$ cat src/rtl/cpu_step_ctrl.sv
// Run/step clock-enable controller: synchronises and debounces the front-panel buttons and issues cpu_ce pulses.
// Macro CPU_STEP_CNT_EN builds the step_count pulse counter; otherwise step_count is tied to zero.
module cpu_step_ctrl #(
  parameter int DEB_CYCLES = 1000000,
  parameter int CNT_W      = 16
) (
  input  logic             I_CLK,
  input  logic             Rst,
  input  logic             slow_clk,
  input  logic             btn_run,
  input  logic             btn_step,
  input  logic             halt_req,
  output logic             cpu_ce,
  output logic [1:0]       state,
  output logic [CNT_W-1:0] step_count
);

  localparam int DEB_W = $clog2(DEB_CYCLES + 1);
  localparam logic [DEB_W-1:0] DEB_LAST = DEB_W'(DEB_CYCLES - 1);

  typedef enum logic [1:0] {
    S_HALT = 2'b00,
    S_RUN  = 2'b01,
    S_STEP = 2'b10
  } mode_t;

  mode_t state_q, state_d;
  logic  ce_d;

  logic slow_p0, slow_p1, slow_p2, tick;
  logic [1:0] btn_p0, btn_p1;
  logic [1:0] deb_lvl, deb_prev, press;
  logic [DEB_W-1:0] deb_cnt [2];
  logic run_press, step_press;

  // Stage p0/p1: two-flop synchronisers; p2 holds the previous slow_clk level for edge detection
  always_ff @(posedge I_CLK or negedge Rst) begin
    if (!Rst) begin
      slow_p0 <= 1'b0;
      slow_p1 <= 1'b0;
      slow_p2 <= 1'b0;
      tick    <= 1'b0;
      btn_p0  <= '0;
      btn_p1  <= '0;
    end else begin
      slow_p0 <= slow_clk;
      slow_p1 <= slow_p0;
      slow_p2 <= slow_p1;
      tick    <= slow_p1 & ~slow_p2;
      btn_p0  <= {btn_step, btn_run};
      btn_p1  <= btn_p0;
    end
  end

  // Debounce: bit 0 is run, bit 1 is step; a level change needs DEB_CYCLES consecutive samples
  always_ff @(posedge I_CLK or negedge Rst) begin
    if (!Rst) begin
      deb_lvl  <= '0;
      deb_prev <= '0;
      press    <= '0;
      for (int i = 0; i < 2; i++) deb_cnt[i] <= '0;
    end else begin
      deb_prev <= deb_lvl;
      press    <= deb_lvl & ~deb_prev;
      for (int i = 0; i < 2; i++) begin
        if (btn_p1[i] == deb_lvl[i]) begin
          deb_cnt[i] <= '0;
        end else if (deb_cnt[i] == DEB_LAST) begin
          deb_lvl[i] <= btn_p1[i];
          deb_cnt[i] <= '0;
        end else begin
          deb_cnt[i] <= deb_cnt[i] + DEB_W'(1);
        end
      end
    end
  end

  assign run_press  = press[0];
  assign step_press = press[1];

  always_ff @(posedge I_CLK or negedge Rst) begin
    if (!Rst) begin
      state_q <= S_HALT;
      cpu_ce  <= 1'b0;
    end else begin
      state_q <= state_d;
      cpu_ce  <= ce_d;
    end
  end

  always_comb begin
    state_d = state_q;
    ce_d    = 1'b0;
    case (state_q)
      S_HALT: begin
        // A run press while the CPU asserts halt falls through to the step check
        if (run_press && !halt_req) state_d = S_RUN;
        else if (step_press)        state_d = S_STEP;
      end
      S_RUN: begin
        if (halt_req || run_press) state_d = S_HALT;
        else if (tick)             ce_d    = 1'b1;
      end
      S_STEP: begin
        ce_d    = 1'b1;
        state_d = S_HALT;
      end
      default: state_d = S_HALT;
    endcase
  end

  assign state = state_q;

`ifdef CPU_STEP_CNT_EN
  logic [CNT_W-1:0] step_cnt_q;

  always_ff @(posedge I_CLK or negedge Rst) begin
    if (!Rst)        step_cnt_q <= '0;
    else if (cpu_ce) step_cnt_q <= step_cnt_q + CNT_W'(1);
  end

  assign step_count = step_cnt_q;
`else
  assign step_count = '0;
`endif

endmodule
$ cat config.mk
export PLATFORM = sky130hd
export DESIGN_NAME = cpu_step_ctrl
export DESIGN_NICKNAME = d
export VERILOG_FILES = /design/src/rtl/cpu_step_ctrl.sv
export SDC_FILE = /design/constraint.sdc
export NUM_CORES = 1
export LEC_CHECK = 0
export ABC_CLOCK_PERIOD_IN_PS = 4300
export CAP_MARGIN = 20
export CORE_MARGIN = 1
export CORE_UTILIZATION = 61
export DETAILED_ROUTE_END_ITERATION = 6
export PLACE_DENSITY = 0.84
export SLEW_MARGIN = 20
export SYNTH_ARGS = -nofsm -noshare
export SYNTH_HDL_FRONTEND = slang
export SYNTH_SLANG_ARGS = --single-unit
$ cat constraint.sdc
create_clock -name I_CLK -period 4.3 [get_ports I_CLK]
set_clock_uncertainty 0.2 [all_clocks]
set_input_delay 0.645 -clock I_CLK [delete_from_list [all_inputs] [get_ports I_CLK]]
set_output_delay 0.645 -clock I_CLK [all_outputs]
set_load 0.01 [all_outputs]
==> results.tsv <==
stage	metric	value	unit
cells_and_area	final_common_cell	dfrtp_1	
worst_setup_path	crit-reg2reg-capture	deb_cnt[11]	
synthesis	syn_area	2790	sq um
global_routing	antenna_found_initial	0	
pwr	clkPwrFrac	42.8	%
cells_and_area	finalNetCount	294	
timing	worst_pin_slew	0.733	ns
timing	fin_crit_sh	52.8	%
route	via_count	1884	
clocking	cts_resized	0	
worst_setup_path	cp_slowest_cell	a21o_1	
cells_and_area	fillers	325	
synthesis	ys_ff_latch	57	
pwr	peakVddDrop	0.000197	V
global_routing	grt-ovfl-total	0	
cells_and_area	stdcell_count	339	
worst_setup_path	cp-end-kind	flop	
worst_hold_path	min_path_type	in -> async	
synthesis	yosysUniqueCellTypes	43	
route	drtIter0Drc	147	
die	rows	24	
pwr	p_leak	1.27	nW
clocking	htree_levels	3	
worst_setup_path	cp.required	4.29	ns
place	place.gp.congestion	0.835	
clocking	cts_tree	yes	
outcome	status	complete, no violations	
pwr	p_comb_share	4.2	%
clocking	post_cts_buffers	0	
worst_setup_path	worst-r2r-cell-count	4	
synthesis	synth_top_cell_by_area	dfrtp_1	
global_routing	track_usage	23.3	%
pwr	switchingPower	0.236	mW
worst_setup_path	critPathArrivalTime	2.26	ns
timing	slew_headroom	51.1	%
pwr	power.density	346	nW/um^2
clocking	numCtsBuffers	9	
job	cap_violations	0	
synthesis	avgSynthCellArea	10.4	sq um
timing	max_freq	441	MHz
place	port_buffers	8	
pwr	p_int	0.809	mW
pwr	p_sw_share	22.6	%
synthesis	ys.flop_type	dfrtp_1	
timing	timing_hold_violations_final	0	
route	vias_per_cell	5.56	
route	finalWirelength	4.77	mm
cells_and_area	drive_gt1_share	10.5	%
synthesis	syn_inst	268	
route	antenna_left	0	
die	die_y	69.6	um
route	first_pass_iters	4	
worst_setup_path	r2r-start	deb_cnt[6]	
worst_setup_path	crit_chain	or4b_1 > nor4_1 > a21o_1 > nor2_1	
route	wire_per_inst	14.1	um
route	drc	0	
place	dp.cells	324	
synthesis	synth_area_leaders	dfrtp_1 51%, xnor2_1 6.6%, nor2_1 5.5%	
cells_and_area	mostFrequentLayoutCells	57 x dfrtp_1, 41 x nor2_1, 21 x xnor2_1, 16 x conb_1, 15 x nand3_1	
timing	finalSetupViolations	0	
cells_and_area	syn2layout_area_growth	8.34	%
clocking	cts_buffer_depth	2	
global_routing	grt_first_pass_wirelength	8.65	mm
clocking	cts_root_buf	clkbuf_8	
die	io_pins	25	
global_routing	grt_pass1_vias	1857	
clocking	clkSinkCount	57	
timing	min_period	2.27	ns
die	die-area	4850	sq um
timing	setup_tns	0	ns
timing	drv_slew	0	
synthesis	yosysSeqAreaShare	51.1	%
worst_setup_path	critPathKind	reg -> reg	
pwr	seqPwrFrac	53.0	%
clocking	clk-insertion-delay-late	0.33	ns
synthesis	yosys_warnings	0	
cells_and_area	n_antenna_cell	0	
pwr	total_power	1.04	mW
place	dp_hpwl	3.24	mm
worst_setup_path	r2r_slack	2.03	ns
cells_and_area	fin_area	3020	sq um
global_routing	grt_start_max_net_pins	33	
worst_setup_path	slowest_delay	0.57	ns
worst_setup_path	worstSetupStartpointType	flop	
synthesis	synth_top_area_share	51.1	%
synthesis	synth_edf_count	0	
timing	rsz0062_at_grt	no	
die	start_util	63.6	%
place	placed_area	2840	sq um
clocking	cts.clk_slew.worst_paths	0.06	ns
die	core-area	4380	sq um
synthesis	async_flop_share	100	%
die	die_x	69.6	um
worst_setup_path	cp_max_fo	19	
clocking	postCtsHoldBufs	0	
metrics by stage:
stage | hold WS (ns) | worst slack, ns | util [%]
2_1_floorplan | 0.131 | 2.34 | -
3_3_place_gp | 0.133 | 2.13 | 64.8
3_5_place_dp | 0.136 | 2.04 | 64.8
4_1_cts | 0.103 | 2.02 | 68.9
5_1_grt | 0.123 | 1.87 | 68.9
6_report | 0.0986 | 2.03 | 68.9
layout make-up:
type	count	area, sq um	share of cell area (%)
Clock buffer	12	165	5.47
Clock inverter	3	15.0	0.497
Inverter	11	41.3	1.37
Multi-Input combinational cell	195	1230	40.6
Sequential cell	57	1430	47.2
Tap cell	52	65.1	2.15
Timing Repair Buffer	9	82.6	2.73
power by group through the flow:
stage / Clock, mW / Combinational, mW / Sequential (mW)
floorplan: 0 / 0.0366 / 0.561
global placement: 0 / 0.0435 / 0.562
detailed placement: 0 / 0.0449 / 0.563
CTS: 0.460 / 0.0455 / 0.553
global route: 0.490 / 0.0515 / 0.554
finish: 0.447 / 0.0443 / 0.553
registers in the layout (all words and copies together) (netlist names):
signal	cells
state	2
slow_p1	1
btn_p0	2
tick	1
slow_p2	1
deb_lvl	2
btn_p1	2
cpu_ce	1
deb_prev	2
press	2
slow_p0	1
deb_cnt	40
logic make-up (layout without fill, tap and decap cells):
group / Yosys count / in the layout / synth area share, %
XOR/XNOR: 32 / 32 / 10.0
other: 1 / 16 / 0.134
adder cells (fa/ha/maj): 5 / 5 / 2.24
multiplexers: 4 / 4 / 1.53
AND/OR/NAND/NOR: 121 / 121 / 23.8
buffers and inverters: 31 / 35 / 6.91
AO/OA/AOI/OAI: 17 / 17 / 4.17
flip-flops: 57 / 57 / 51.1
worst max path at each step:
stage | startpoint | end | slack (ns)
3_5_place_dp | deb_cnt[6] | deb_cnt[11] | 2.04
3_3_place_gp | deb_cnt[13] | deb_cnt[5] | 2.13
4_1_cts | deb_cnt[6] | deb_cnt[8] | 2.02
6_report | deb_cnt[6] | deb_cnt[11] | 2.03
2_1_floorplan | deb_cnt[0] | deb_cnt[18] | 2.34
5_1_grt | deb_cnt[6] | deb_cnt[8] | 1.87
layer usage:
metal	vias to the layer above	share of wire [%]	GRT usage (%)
met3	2	3.6	8.43
met2	41	49	34.2
met1	923	47	31.4
met4	0	0.34	10.0
li1	918	-	-
met5	-	0	0
worst max-delay path: cells and delay by family, from the launching register on:
kind               cells  cell delay (ns)
and+or+nand+nor        3             0.91
DFF                    1             0.45
AOI/OAI and AO/OA      1             0.57
synth_stat cells, types with 2 or more instances:
| cell type | instances |
|---|---|
| nor2_1 | 41 |
| xor2_1 | 11 |
| nor2b_1 | 4 |
| nand3_1 | 15 |
| nand4_1 | 10 |
| inv_1 | 11 |
| o22ai_1 | 2 |
| xnor2_1 | 21 |
| buf_4 | 18 |
| or3_1 | 3 |
| and3_1 | 2 |
| nor3_1 | 8 |
| ha_1 | 5 |
| a21oi_1 | 6 |
| and4_1 | 2 |
| dfrtp_1 | 57 |
| mux2_2 | 2 |
| o21ai_0 | 4 |
| mux2i_1 | 2 |
| nor4_1 | 10 |
| nand2_1 | 12 |
No activity file was read; power rests on OpenSTA's default activity.
